File: config.mk
export PLATFORM = sky130hd
export DESIGN_NAME = mem_access
export DESIGN_NICKNAME = d
export VERILOG_FILES = /design/src/rtl/mem_access.sv
export SDC_FILE = /design/constraint.sdc
export NUM_CORES = 1
export LEC_CHECK = 0
export ABC_AREA = 1
export BUFFER_PORTS_ARGS = -buffer_cell sky130_fd_sc_hd__buf_2
export CORE_UTILIZATION = 50
export DETAILED_ROUTE_END_ITERATION = 8
export GPL_ROUTABILITY_DRIVEN = 1
export PLACE_DENSITY = 0.78
export SLEW_MARGIN = 20
export SYNTH_ARGS = -nofsm -noshare
export SYNTH_HDL_FRONTEND = slang
export SYNTH_SLANG_ARGS = --single-unit
File: constraint.sdc
create_clock -name clk -period 3.3 [get_ports clk]
set_input_delay 0 -clock clk [delete_from_list [all_inputs] [get_ports clk]]
set_output_delay 0 -clock clk [all_outputs]
set_load 0.005 [all_outputs]
File: src/rtl/mem_access.sv
// MEM stage of the cqu_mips pipeline: registers the EX outputs, runs a req/ack
// data-memory transaction, extends load data and hands the write-back word to WB.
module mem_access #(
  parameter int TIMEOUT = 16,
  parameter int CNT_W   = 5
) (
  input  logic        clk,
  input  logic        rstn,
  input  logic        stall,
  input  logic [7:0]  aluop_in,
  input  logic [31:0] alu_result_in,
  input  logic [31:0] mem_addr_in,
  input  logic [31:0] store_data_in,
  input  logic        mem_read_in,
  input  logic        mem_write_in,
  input  logic        mem_to_reg_in,
  input  logic        reg_write_in,
  input  logic [4:0]  write_reg_in,
  output logic        data_req,
  output logic        data_we,
  output logic [31:0] data_addr,
  output logic [3:0]  data_wstrb,
  output logic [31:0] data_wdata,
  input  logic [31:0] data_rdata,
  input  logic        data_ack,
  output logic [31:0] wb_data,
  output logic [4:0]  write_reg,
  output logic        reg_write_out,
  output logic        mem_stall,
  output logic        adel,
  output logic        ades,
  output logic        bus_err
);

  localparam logic [7:0] EXE_LB_OP  = 8'b1110_0000;
  localparam logic [7:0] EXE_LH_OP  = 8'b1110_0001;
  localparam logic [7:0] EXE_LW_OP  = 8'b1110_0011;
  localparam logic [7:0] EXE_LBU_OP = 8'b1110_0100;
  localparam logic [7:0] EXE_LHU_OP = 8'b1110_0101;
  localparam logic [7:0] EXE_SB_OP  = 8'b1110_1000;
  localparam logic [7:0] EXE_SH_OP  = 8'b1110_1001;
  localparam logic [7:0] EXE_SW_OP  = 8'b1110_1011;

  localparam logic [1:0] ST_IDLE = 2'd0;
  localparam logic [1:0] ST_WAIT = 2'd1;
  localparam logic [1:0] ST_DONE = 2'd2;

  logic [7:0]       aluop_r;
  logic [31:0]      alu_result_r;
  logic [31:0]      mem_addr_r;
  logic [31:0]      store_data_r;
  logic             mem_read_r;
  logic             mem_write_r;
  logic             mem_to_reg_r;
  logic             reg_write_r;
  logic [4:0]       write_reg_r;

  logic [1:0]       state_r;
  logic [CNT_W-1:0] cnt_r;
  logic [31:0]      rdata_r;
  logic             bus_err_r;

  logic             memop_s;
  logic             misalign_s;
  logic             bad_s;
  logic             req_s;
  logic             stall_s;
  logic             advance_s;
  logic [31:0]      load_src_s;

  function automatic logic [31:0] load_ext(input logic [7:0] op, input logic [1:0] ofs,
                                           input logic [31:0] word);
    logic [7:0]  b;
    logic [15:0] h;
    case (ofs)
      2'd0:    b = word[7:0];
      2'd1:    b = word[15:8];
      2'd2:    b = word[23:16];
      2'd3:    b = word[31:24];
      default: b = 8'h00;
    endcase
    h = ofs[1] ? word[31:16] : word[15:0];
    case (op)
      EXE_LB_OP:  load_ext = {{24{b[7]}}, b};
      EXE_LBU_OP: load_ext = {24'h000000, b};
      EXE_LH_OP:  load_ext = {{16{h[15]}}, h};
      EXE_LHU_OP: load_ext = {16'h0000, h};
      default:    load_ext = word;
    endcase
  endfunction

  function automatic logic [3:0] store_strb(input logic [7:0] op, input logic [1:0] ofs);
    case (op)
      EXE_SB_OP: store_strb = 4'b0001 << ofs;
      EXE_SH_OP: store_strb = 4'b0011 << ofs;
      EXE_SW_OP: store_strb = 4'b1111;
      default:   store_strb = 4'b0000;
    endcase
  endfunction

  function automatic logic [31:0] store_word(input logic [7:0] op, input logic [31:0] d);
    case (op)
      EXE_SB_OP: store_word = {4{d[7:0]}};
      EXE_SH_OP: store_word = {2{d[15:0]}};
      EXE_SW_OP: store_word = d;
      default:   store_word = 32'h0000_0000;
    endcase
  endfunction

  // Alignment check on the registered op.
  always_comb begin
    misalign_s = 1'b0;
    case (aluop_r)
      EXE_LH_OP, EXE_LHU_OP, EXE_SH_OP: misalign_s = mem_addr_r[0];
      EXE_LW_OP, EXE_SW_OP:             misalign_s = (mem_addr_r[1:0] != 2'b00);
      default:                          misalign_s = 1'b0;
    endcase
  end

  assign memop_s   = mem_read_r | mem_write_r;
  assign bad_s     = memop_s & misalign_s;
  assign req_s     = memop_s & ~misalign_s & ((state_r == ST_IDLE) | (state_r == ST_WAIT));
  // The ack releases the stall in its own cycle so a zero-wait access is free.
  assign stall_s   = req_s & ~data_ack;
  assign advance_s = ~stall & ~stall_s;
  assign load_src_s = (state_r == ST_DONE) ? rdata_r : data_rdata;

  assign data_req      = req_s;
  assign data_we       = req_s & mem_write_r;
  assign data_addr     = {mem_addr_r[31:2], 2'b00};
  assign data_wstrb    = mem_write_r ? store_strb(aluop_r, mem_addr_r[1:0]) : 4'b0000;
  assign data_wdata    = mem_write_r ? store_word(aluop_r, store_data_r) : 32'h0000_0000;
  assign wb_data       = mem_to_reg_r ? load_ext(aluop_r, mem_addr_r[1:0], load_src_s)
                                      : alu_result_r;
  assign write_reg     = write_reg_r;
  assign reg_write_out = reg_write_r & ~bad_s & ~bus_err_r;
  assign mem_stall     = stall_s;
  assign adel          = bad_s & mem_read_r;
  assign ades          = bad_s & mem_write_r;
  assign bus_err       = bus_err_r;

  // Stage input register: advances with the pipeline, reset loads a NOP.
  always_ff @(posedge clk) begin
    if (!rstn) begin
      aluop_r      <= 8'h00;
      alu_result_r <= 32'h0000_0000;
      mem_addr_r   <= 32'h0000_0000;
      store_data_r <= 32'h0000_0000;
      mem_read_r   <= 1'b0;
      mem_write_r  <= 1'b0;
      mem_to_reg_r <= 1'b0;
      reg_write_r  <= 1'b0;
      write_reg_r  <= 5'd0;
    end else if (advance_s) begin
      aluop_r      <= aluop_in;
      alu_result_r <= alu_result_in;
      mem_addr_r   <= mem_addr_in;
      store_data_r <= store_data_in;
      mem_read_r   <= mem_read_in;
      mem_write_r  <= mem_write_in;
      mem_to_reg_r <= mem_to_reg_in;
      reg_write_r  <= reg_write_in;
      write_reg_r  <= write_reg_in;
    end else begin
      aluop_r      <= aluop_r;
      alu_result_r <= alu_result_r;
      mem_addr_r   <= mem_addr_r;
      store_data_r <= store_data_r;
      mem_read_r   <= mem_read_r;
      mem_write_r  <= mem_write_r;
      mem_to_reg_r <= mem_to_reg_r;
      reg_write_r  <= reg_write_r;
      write_reg_r  <= write_reg_r;
    end
  end

  // Transaction FSM. A completion that coincides with advance goes straight back to
  // IDLE, otherwise the next op would be mistaken for an already finished one.
  always_ff @(posedge clk) begin
    if (!rstn) begin
      state_r   <= ST_IDLE;
      cnt_r     <= '0;
      rdata_r   <= 32'h0000_0000;
      bus_err_r <= 1'b0;
    end else begin
      case (state_r)
        ST_IDLE: begin
          if (req_s && data_ack) begin
            rdata_r <= data_rdata;
            state_r <= advance_s ? ST_IDLE : ST_DONE;
          end else if (req_s) begin
            state_r <= ST_WAIT;
            cnt_r   <= CNT_W'(1);
          end else begin
            state_r <= ST_IDLE;
          end
        end
        ST_WAIT: begin
          if (data_ack) begin
            rdata_r <= data_rdata;
            cnt_r   <= '0;
            state_r <= advance_s ? ST_IDLE : ST_DONE;
          end else if (cnt_r == CNT_W'(TIMEOUT - 1)) begin
            bus_err_r <= 1'b1;
            cnt_r     <= '0;
            state_r   <= ST_DONE;
          end else begin
            cnt_r <= cnt_r + CNT_W'(1);
          end
        end
        ST_DONE: begin
          if (advance_s) begin
            state_r   <= ST_IDLE;
            bus_err_r <= 1'b0;
          end else begin
            state_r <= ST_DONE;
          end
        end
        default: begin
          state_r   <= ST_IDLE;
          cnt_r     <= '0;
          bus_err_r <= 1'b0;
        end
      endcase
    end
  end

endmodule

Word-level counts from Yosys, hierarchy flattened
Cells that the tools add are included. Widths: inputs -> output; s select.

Input port bits: 149. Word-level logic and storage cells: 96. Bits in registers: 153.

Bitwise logic cells: 20. Equality and inequality tests: 22. Reductions and logical operators: 10. Shifts and indexed selects: 2. Mux-type cells: 28. Add/sub/neg operators: 1.

Operators with widths (number): $mux 32 (5); $pmux 32 s4 (1); $pmux 32 s3 (1); $eq 8x8->1 const B (8); $pmux 32 s2 (1); $pmux 8 s4 (1); $mux 5 (4); $mux 16 (1); $pmux 5 s3 (1); $pmux 4 s3 (1); $and 1x1->1 (10); $ne 2x2->1 const B (5); $mux 2 (4); $not 1->1 (8); $eq 2x2->1 const B (3); $pmux 2 s3 (1); $reduce_and 3->1 (2); $add 5x1->5 const B (1); $eq 5x4->1 const B (1); $eq 2x1->1 const B (2); $logic_not 2->1 (2); $mux 1 (4); $mux 4 (1); $ne 2x1->1 const B (2); other kinds (11) (13).

Depth between registers and ports, before layout
Gate-level depths: netlist (run 1).

Depth in word-level cells: 12. Depth in mapped cells: 13. Depth with buffers taken out: 12.

Worst setup path after synthesis (run 1)
Ideal clock, no wire load.

Kind: reg2reg. Start point: register aluop_r[6]. End point: register alu_result_r[10]. Slack: 1692 ps. Library setup time: 116 ps. Clock period less this slack: 1608 ps. Path buffers: 2. Data arrival time: 1492 ps. Required time: 3184 ps. Cell stages (with the launch flop): 12. Cell sequence: dfxtp_1 -> nand2_1 -> nor2_4 -> nand2_4 -> nand2_2 -> nand2_2 -> nand4_2 -> nand2_2 -> buf_6 -> clkbuf_1 -> o21ai_0 -> nor2_1.

Cells in the longest elaborated chain, start to end: 9.

Ends and longest elaborated chain: start: declaration (RTL line 48) `logic [7:0] aluop_r;`; start signal: assignment (RTL line 155) `aluop_r <= aluop_in;`; start signal: assignment (RTL line 165) `aluop_r <= aluop_r;`; $eq 8x8->1 (RTL line 113) `case (aluop_r)`; $reduce_or 3->1 or $reduce_or 2->1 (tied branches) (RTL line 113); $pmux 1 s2 * (RTL line 113); $not 1->1 * (RTL line 122) `assign req_s = memop_s & ~misalign_s & ((state_r == ST_IDLE) | (state_r == ST_WAIT));`; $and 1x1->1 * (2 in a row) (RTL line 122); $and 1x1->1 * (RTL line 124) `assign stall_s = req_s & ~data_ack;`; $not 1->1 * (RTL line 125) `assign advance_s = ~stall & ~stall_s;`; $and 1x1->1 * (RTL line 125); end signal: assignment (RTL line 156) `alu_result_r <= alu_result_in;`; end signal: assignment (RTL line 166) `alu_result_r <= alu_result_r;`; end: declaration (RTL line 49) `logic [31:0] alu_result_r;`.

Mark *: on every way between the ends. The rest lies on a longest branch, timed or not. A chain may end at the register's enable or synchronous reset.

Worst setup path in the final report (run 1)
Start point: register aluop_r[4]. End point: output port wb_data[0].

Cells in the longest elaborated chain, start to end: 3.

Ends and longest elaborated chain: $eq 8x8->1 (RTL line 83) `case (op)`; $pmux 32 s4 * (RTL line 83); $mux 32 * (RTL line 133) `assign wb_data = mem_to_reg_r ? load_ext(aluop_r, mem_addr_r[1:0], load_src_s)`; end: declaration (RTL line 26) `output logic [31:0] wb_data,`.

Marked as above.

==> impl_metrics.py, run 1 <==
metrics = {
    "finish": {
        "layout.nets": 1673,
        "drive_above_1_share": 0.224,
        "n_fill_cell": 1226,
        "final_cell_mix": "nor2_1 (309), buf_2 (257), o21ai_0 (153), dfxtp_1 (153), dlygate4sd3_1 (146)",
        "layout_commonest_cell": "nor2_1",
        "final_cell_area_sq_um": 11100,
        "area_growth_syn_to_layout_pct": 39.5,
    },
    "yosys": {
        "netlist_top_cells_area": "dfxtp_1 (38%), nor2_1 (15%), o21ai_0 (9.6%), nand2_1 (6.5%), inv_1 (4.6%)",
        "yosysTopAreaCellShare": 0.384,
        "ys_seq_area_frac": 0.384,
        "async_flop_share": 0,
        "synthFlopType": "dfxtp_1",
        "synthCells": 1188,
        "synth-edff-count": 0,
        "avgSynthCellArea_sq_um": 6.71,
        "synth_warnings": 0,
        "synth_cell_types": 41,
        "syn_area_sq_um": 7970,
        "ys_ff_latch": 153,
        "synth_largest_area_cell": "dfxtp_1",
    },
    "status": {
        "run_status": "complete, no violations",
    },
    "grt": {
        "grt_max_degree": 118,
        "grt_util_met3": 0.0822,
        "grtUsageMet2": 0.601,
        "grt_first_pass_wirelength_mm": 43.1,
        "grt_overflow": 0,
        "grt.total_usage": 0.340,
        "busiest_layer": "met2",
        "use_met1": 0.379,
        "antenna_found_initial": 0,
        "grt_pass1_vias": 8712,
    },
    "drt": {
        "route.detailed.drc": 0,
        "wl_per_cell_um": 16.3,
        "finalWirelength_mm": 28.4,
        "firstDrtPassIters": 5,
        "antenna_left": 0,
        "num_vias": 9269,
        "drt-initial-drc-count": 785,
        "vias_per_cell": 5.30,
    },
    "cts": {
        "cts_root_buf": "clkbuf_16",
        "h-tree-depth": 4,
        "cts_buffer_depth": 2,
        "clk-insertion-delay-late_ns": 0.44,
        "cts.sinks": 153,
        "clk_pin_slew_ns": 0.07,
        "cts_buffers": 17,
        "cts_tree": "built",
    },
    "pwr": {
        "ir_drop_mv": 0.339,
        "clkPwrFrac": 0.379,
        "power_density_nw_per_um2": 473,
        "intPower_uw": 3540,
        "power_frac_comb": 0.217,
        "seqPwrFrac": 0.404,
        "power_switching_uw": 1720,
        "p_leak_uw": 0.00547,
        "swShare": 0.326,
    },
    "critical_path": {
        "cp_cell_sequence": "inv_1 > nand2_1 > nor2_4 > nand2_4 > o211ai_1 > o211ai_1 > a31oi_1 > buf_2",
        "critical_path_class": "reg2out",
        "endpoint_kind": "primary output",
        "cp.arrival_ns": 2.77,
        "cp_max_fo": 16,
        "rr_worst_depth": 9,
        "critPathBufInv": 2,
        "required_ns": 3.30,
        "slowest_stage": "o211ai_1",
        "cpPeakStageDelay_ns": 0.58,
        "startpoint_type": "register",
        "crit_top_cell": "o211ai_1",
        "cp.depth": 8,
        "critical_path.top_delay_family": "compound AO/OA/AOI/OAI gates",
    },
    "die": {
        "dieArea_sq_um": 16400,
        "core_area_sq_um": 15400,
        "die_w_um": 128,
        "io_pins": 261,
        "start_util": 0.518,
        "row_count": 45,
        "die_h_um": 128,
    },
    "timing": {
        "fin_setup_tns_ns": 0,
        "setup_violations": 0,
        "finalHoldViolations": 0,
        "slew_headroom": 0.310,
        "period_minus_slack_ns": 2.77,
        "slew_viol_final": 0,
        "tightest_slew_ns": 1.04,
        "rsz0062_at_grt": "false",
        "period_share": 0.839,
        "max_freq_mhz": 361,
        "skew_ns": 0.0161,
    },
    "worst_hold_path": {
        "hold_depth": 6,
        "hp-class": "in2reg",
    },
    "flow_run": {
        "max_cap_viol_count": 0,
    },
    "place": {
        "gp_congestion": 0.976,
        "place_area_sq_um": 8990,
        "io_buffers": 258,
        "dpl.hpwl_mm": 17.7,
    },
}
## through the flow
stage | cells | hold slack, ns | total power [uW] | utilization | worst slack (ns)
floorplan | 1189 | 0.121 | 2820 | - | 1.69
global placement | 1565 | 0.229 | 3110 | 0.585 | 0.581
detailed placement | 1565 | 0.236 | 3130 | 0.585 | 0.657
CTS | 1743 | 0.179 | 5230 | 0.721 | 0.179
global route | 1747 | 0.255 | 5490 | 0.723 | 0.319
finish | 1748 | 0.180 | 5260 | 0.723 | 0.532
## path summary, 6_finish.rpt
check / from / to / slack [ns]
hold reg to reg: cnt_r[4]$_SDFFE_PN0P_ / cnt_r[4]$_SDFFE_PN0P_ / 0.44
setup / recovery: aluop_r[4]$_SDFFE_PN0P_ / wb_data[0] / 0.53
setup reg to reg: mem_addr_r[1]$_SDFFE_PN0P_ / store_data_r[28]$_SDFFE_PN0P_ / 0.79
hold / removal: data_ack / state_r[1]$_SDFFE_PN0P_ / 0.18
## cell type report
type	count	area [sq um]	area share
flip-flops and latches	153	3060	0.276
clock inverters	15	201	0.0181
diodes	1	2.50	0.000225
multi-input cells	826	3870	0.348
repair buffers	417	2880	0.259
clock buffers	17	425	0.0383
inverters	108	409	0.0368
well taps	211	264	0.0238
## power by group through the flow
| stage | registers (uW) | logic, uW | clock network [uW] |
|---|---|---|---|
| after floorplan | 2130 | 686 | 0 |
| final | 2130 | 1140 | 1990 |
| after global routing | 2140 | 1260 | 2090 |
| after global placement | 2160 | 951 | 0 |
| after detailed placement | 2160 | 962 | 0 |
| after CTS | 2120 | 1100 | 2010 |
## cells in the mapped netlist (2+ instances only)
library cell and instances:
o211ai_1 8, nand2_2 7, o21ai_0 153, nand3_1 26, dfxtp_1 153, inv_2 6, or2_1 2, mux2i_1 7
clkbuf_1 33, o22ai_1 24, nand3b_1 10, o21bai_1 3, nor3_1 24, nand2_4 5, nor2_4 2, buf_4 35
clkinv_1 4, o31ai_1 2, buf_2 19, nand2_1 137, buf_6 13, nand3_2 8, o21ai_1 20, a21oi_1 51
nor2_1 309, inv_1 98, a31oi_1 10, or2_2 6
## tightest hold or removal path, delay by kind of cell
kind            cells  cell delay, ns
compound gates      1            0.10
simple gates        3            0.20
buf+inv             2            0.28
## layer usage
metal  up-vias  wire length [um]
met5         -                 0
met4         0              1170
met3        89              2420
met2       520             14200
met1      4200             10600
li1       4460                 -
## repair_timing
action / in CTS / in global routing
gates resized for setup: 0 / 1
endpoints found under the hold margin: 146 / 0
setup buffers: 0 / 4
hold buffers: 146 / 0
setup endpoints to repair: 0 / 4
## cell families after synthesis
| family | count (synthesis) | synth area share |
|---|---|---|
| simple gates | 542 | 0.290 |
| compound gates | 274 | 0.184 |
| buf+inv | 210 | 0.131 |
| flops | 153 | 0.384 |
| mux | 7 | 0.00880 |
| fa+ha+maj | 1 | 0.00157 |
| other cells | 1 | 0.000471 |
Note: power is estimated with default switching activity, not from simulation.
==> run 2, diff against run 1 <==
--- a/config.mk
+++ b/config.mk
@@ -7,10 +7,10 @@
 export LEC_CHECK = 0
 export ABC_AREA = 1
 export BUFFER_PORTS_ARGS = -buffer_cell sky130_fd_sc_hd__buf_2
-export CORE_UTILIZATION = 50
+export CORE_UTILIZATION = 46
 export DETAILED_ROUTE_END_ITERATION = 8
 export GPL_ROUTABILITY_DRIVEN = 1
-export PLACE_DENSITY = 0.78
+export PLACE_DENSITY = 0.76
 export SLEW_MARGIN = 20
 export SYNTH_ARGS = -nofsm -noshare
 export SYNTH_HDL_FRONTEND = slang
==> constraint.sdc (replaced) <==
create_clock -name clk -period 2.3 [get_ports clk]
set_input_delay 0 -clock clk [delete_from_list [all_inputs] [get_ports clk]]
set_output_delay 0 -clock clk [all_outputs]
set_load 0.005 [all_outputs]
==> impl_metrics.py, run 2 (synthesis results as in run 1) <==
metrics = {
    "status": {
        "run_status": "complete, no violations",
    },
    "die": {
        "core_area_sq_um": 16800,
        "dieArea_sq_um": 17800,
        "die_h_um": 134,
        "io_pins": 261,
        "die_w_um": 134,
        "start_util": 0.475,
        "row_count": 47,
    },
    "pwr": {
        "p_leak_uw": 0.00562,
        "power_density_nw_per_um2": 668,
        "power_frac_comb": 0.223,
        "ir_drop_mv": 0.505,
        "seqPwrFrac": 0.396,
        "power_uw": 7700,
        "clkPwrFrac": 0.381,
        "swShare": 0.320,
        "intPower_uw": 5240,
        "power_switching_uw": 2460,
    },
    "critical_path": {
        "startpoint_type": "register",
        "cp.arrival_ns": 2.25,
        "critical_path_class": "reg2out",
        "cp_max_fo": 14,
        "endpoint_kind": "primary output",
        "required_ns": 2.30,
    },
    "drt": {
        "firstDrtPassIters": 6,
        "wl_per_cell_um": 16.0,
        "finalWirelength_mm": 28.4,
        "vias_per_cell": 5.22,
        "num_vias": 9300,
        "antenna_left": 0,
        "route.detailed.drc": 0,
        "drt-initial-drc-count": 799,
    },
    "grt": {
        "grt.total_usage": 0.316,
        "antenna_found_initial": 1,
        "grt_first_pass_wirelength_mm": 44.1,
        "grt_pass1_vias": 8950,
        "grt_overflow": 0,
        "grt_max_degree": 76,
    },
    "cts": {
        "cts_tree": "built",
        "cts_buffers": 17,
        "clk_pin_slew_ns": 0.07,
        "h-tree-depth": 4,
        "cts_root_buf": "clkbuf_16",
        "cts_buffer_depth": 2,
        "clk-insertion-delay-late_ns": 0.44,
        "cts.sinks": 153,
    },
    "timing": {
        "finalHoldViolations": 0,
        "rsz0062_at_grt": "true",
        "period_share": 0.979,
        "layout_setup_ws_ns": 0.0487,
        "max_freq_mhz": 444,
        "tightest_slew_ns": 0.491,
        "slew_viol_final": 0,
        "setup_violations": 0,
        "slew_headroom": 0.663,
        "skew_ns": 0.0150,
        "period_minus_slack_ns": 2.25,
    },
    "finish": {
        "multiInputGateArea_sq_um": 4030,
        "regArea_sq_um": 3070,
        "final_cell_mix": "nor2_1 (306), buf_2 (257), o21ai_0 (148), dfxtp_1 (147), dlygate4sd3_1 (146)",
        "area_growth_syn_to_layout_pct": 44.6,
        "layout_commonest_cell": "nor2_1",
        "n_fill_cell": 1384,
        "utilization": 0.687,
        "layout.nets": 1696,
        "drive_above_1_share": 0.253,
    },
    "place": {
        "dpl.hpwl_mm": 18.3,
        "io_buffers": 258,
        "dp_slack_ns": 0.0876,
        "gp_congestion": 0.935,
    },
    "worst_hold_path": {
        "hp-class": "in2reg",
    },
    "flow_run": {
        "max_cap_viol_count": 0,
    },
}
## run 2: cell types whose count changed in the layout (fill, tap and decap cells not counted), sizes merged
cell / previous run / this run
bufinv: 0 / 1
nand2: 149 / 150
buf: 271 / 293
inv: 107 / 113
clkinv: 15 / 8
## run 2: routing by layer
layer	up-vias	part of all wire	wire [um]	global-route usage
li1	4510	-	-	-
met1	4234	0.39	11100	0.360
met2	476	0.50	14100	0.560
met3	80	0.077	2180	0.0723
met4	0	0.038	1080	0.140
met5	-	0	0	0
## run 2: final timing paths
kind | from | to | slack, ns | cells past startpoint
max | state_r[0]$_SDFFE_PN0P_ | wb_data[2] | 0.05 | 8
min | rstn | store_data_r[9]$_SDFFE_PN0P_ | 0.04 | 3
max reg2reg | aluop_r[4]$_SDFFE_PN0P_ | aluop_r[2]$_SDFFE_PN0P_ | 0.12 | 13
min reg2reg | cnt_r[4]$_SDFFE_PN0P_ | cnt_r[4]$_SDFFE_PN0P_ | 0.44 | 2
## run 2: repair_timing
| item | CTS | global route |
|---|---|---|
| setup buffers | 1 | 6 |
| setup endpoints to repair | 37 | 43 |
| hold buffers | 146 | 0 |
| gates cloned | 0 | 1 |
| pin swaps | 1 | 12 |
| endpoints found under the hold margin | 146 | 0 |
| gates resized for setup | 8 | 43 |
## run 2: layout make-up
type / count / area share
clock inverter: 15 / 0.0169
timing repair buffer: 439 / 0.269
multi-input combinational: 827 / 0.350
inverter: 108 / 0.0362
sequential: 153 / 0.267
clock buffer: 17 / 0.0369
tap: 220 / 0.0239
antenna: 1 / 0.000217
## run 2: power by group through the flow
stage                     combinational [uW]  clock, uW  sequential, uW
after floorplan                          984          0            3060
after global placement                  1420          0            3080
after detailed placement                1440          0            3090
after CTS                               1650       2960            3030
after global routing                    1900       3090            3070
final                                   1720       2930            3050
## run 2: through the flow
step,cell area (sq um),hold slack [ns],instances,TNS [ns]
4_1_cts,11300,0.0262,1772,-0.0206
6_report,11500,0.0402,1780,0
2_1_floorplan,7970,0.121,1189,0
3_5_place_dp,9180,0.233,1593,0
5_1_grt,11500,0.0497,1780,-0.302
3_3_place_gp,9180,0.232,1593,0
## run 2: critical path: stages, from the launching register on
cell and delay (ns):
dfxtp_2 0.35, inv_6 0.11, nand2_4 0.12, o21ai_0 0.35, nor2_1 0.10, nor3_1 0.27
o21ai_0 0.15, a31oi_2 0.21, buf_2 0.16
==> run 3, diff against run 2 <==
--- a/config.mk
+++ b/config.mk
@@ -11,6 +11,7 @@
 export DETAILED_ROUTE_END_ITERATION = 8
 export GPL_ROUTABILITY_DRIVEN = 1
 export PLACE_DENSITY = 0.76
+export RECOVER_POWER = 25
 export SLEW_MARGIN = 20
 export SYNTH_ARGS = -nofsm -noshare
 export SYNTH_HDL_FRONTEND = slang
==> impl_metrics.py, run 3 (synthesis results as in run 1) <==
metrics = {
    "status": {
        "run_status": "complete, no violations",
    },
    "grt": {
        "grt_max_degree": 76,
        "antenna_found_initial": 1,
        "grt_first_pass_wirelength_mm": 44.1,
        "grt_pass1_vias": 8950,
        "grt.total_usage": 0.316,
        "grt_overflow": 0,
    },
    "die": {
        "row_count": 47,
        "io_pins": 261,
        "core_area_sq_um": 16800,
        "dieArea_sq_um": 17800,
        "start_util": 0.475,
        "die_h_um": 134,
        "die_w_um": 134,
    },
    "critical_path": {
        "crit_top_cell": "o21ai_0",
        "required_ns": 2.30,
        "slowest_stage": "dfxtp_2",
        "rrSetupSlack_ns": 0.11,
        "rr_worst_depth": 13,
        "cpPeakStageDelay_ns": 0.35,
        "endpoint_kind": "primary output",
        "cp.arrival_ns": 2.23,
        "startpoint_type": "register",
        "critical_path_class": "reg2out",
        "cp_max_fo": 14,
        "cp_cell_sequence": "inv_6 > nand2_4 > o21ai_0 > nor2_1 > nor3_1 > o21ai_0 > a31oi_2 > buf_2",
    },
    "finish": {
        "n_fill_cell": 1400,
        "utilization": 0.686,
        "final_cell_area_sq_um": 11500,
        "area_growth_syn_to_layout_pct": 44.3,
        "final_cell_mix": "nor2_1 (306), buf_2 (236), o21ai_0 (148), dfxtp_1 (147), dlygate4sd3_1 (146)",
        "layout.nets": 1696,
        "drive_above_1_share": 0.239,
        "layout_commonest_cell": "nor2_1",
    },
    "timing": {
        "layout_setup_ws_ns": 0.0676,
        "max_freq_mhz": 448,
        "finalHoldViolations": 0,
        "slew_headroom": 0.655,
        "period_share": 0.971,
        "period_minus_slack_ns": 2.23,
        "tightest_slew_ns": 0.515,
        "slew_viol_final": 0,
        "skew_ns": 0.0147,
        "whs_ns": 0.0407,
        "rsz0062_at_grt": "true",
        "setup_violations": 0,
        "fin_setup_tns_ns": 0,
    },
    "drt": {
        "vias_per_cell": 5.24,
        "antenna_left": 0,
        "num_vias": 9330,
        "route.detailed.drc": 0,
        "drt-initial-drc-count": 815,
        "wl_per_cell_um": 16.0,
        "finalWirelength_mm": 28.5,
        "firstDrtPassIters": 8,
    },
    "worst_hold_path": {
        "hp-class": "in2reg",
        "hold_depth": 3,
    },
    "place": {
        "place_area_sq_um": 9180,
        "dpl.hpwl_mm": 18.3,
        "io_buffers": 258,
        "dp_slack_ns": 0.0876,
        "gp_congestion": 0.935,
    },
    "cts": {
        "h-tree-depth": 4,
        "clk-insertion-delay-late_ns": 0.44,
        "cts.sinks": 153,
        "cts_buffers": 17,
        "cts_buffer_depth": 2,
        "cts_tree": "built",
        "clk_pin_slew_ns": 0.07,
        "cts_root_buf": "clkbuf_16",
    },
    "pwr": {
        "power_density_nw_per_um2": 669,
        "p_leak_uw": 0.00555,
        "ir_drop_mv": 0.502,
    },
    "flow_run": {
        "max_cap_viol_count": 0,
    },
}
-- run 3: cell types whose count changed in the layout (fill, tap and decap cells not counted), sizes merged --
cell	delta
clkbuf	+21
buf	-21
-- run 3: critical path: cells and delay by family (launching register included) --
family	cells	cell delay [ns]
buffers and inverters	2	0.27
AO/OA/AOI/OAI	3	0.70
AND/OR/NAND/NOR	3	0.49
flip-flops	1	0.35
-- run 3: cell type report --
cell class	count	area, sq um	area share
multi-input cells	827	4030	0.351
repair buffers	439	3080	0.268
diodes	1	2.50	0.000218
flip-flops and latches	153	3070	0.267
clock buffers	17	425	0.0370
clock inverters	15	195	0.0170
inverters	108	417	0.0362
well taps	220	275	0.0239
-- run 3: per-layer routing --
layer	up-vias	global-route usage	wire length, um
li1	4516	-	-
met1	4257	0.360	10900
met2	481	0.560	14200
met3	76	0.0723	2290
met4	0	0.140	1070
met5	-	0	0
-- run 3: what timing repair did --
action	in CTS	in global routing
hold buffers	146	0
gates resized for setup	8	43
gates cloned	0	1
endpoints found under the hold margin	146	0
setup buffers	1	6
pin swaps	1	12
endpoints found under the setup margin	37	43
-- run 3: path summary, 6_finish.rpt --
path	end	startpoint
min reg2reg	cnt_r[4]$_SDFFE_PN0P_	cnt_r[4]$_SDFFE_PN0P_
min	store_data_r[9]$_SDFFE_PN0P_	rstn
max	wb_data[2]	state_r[0]$_SDFFE_PN0P_
max reg2reg	aluop_r[2]$_SDFFE_PN0P_	aluop_r[4]$_SDFFE_PN0P_
-- run 3: report_power, final --
group / leakage, uW / internal, uW / switching (uW)
Sequential: 0.00127 / 2910 / 146
Combinational: 0.00397 / 744 / 964
Clock: 0.000304 / 1580 / 1350
Total: 0.00555 / 5230 / 2460
-- run 3: through the flow --
stage	std cells	total power [uW]
final	1780	7690
after global routing	1780	8050
after CTS	1772	7640
after detailed placement	1593	4530
after global placement	1593	4500
after floorplan	1189	4040
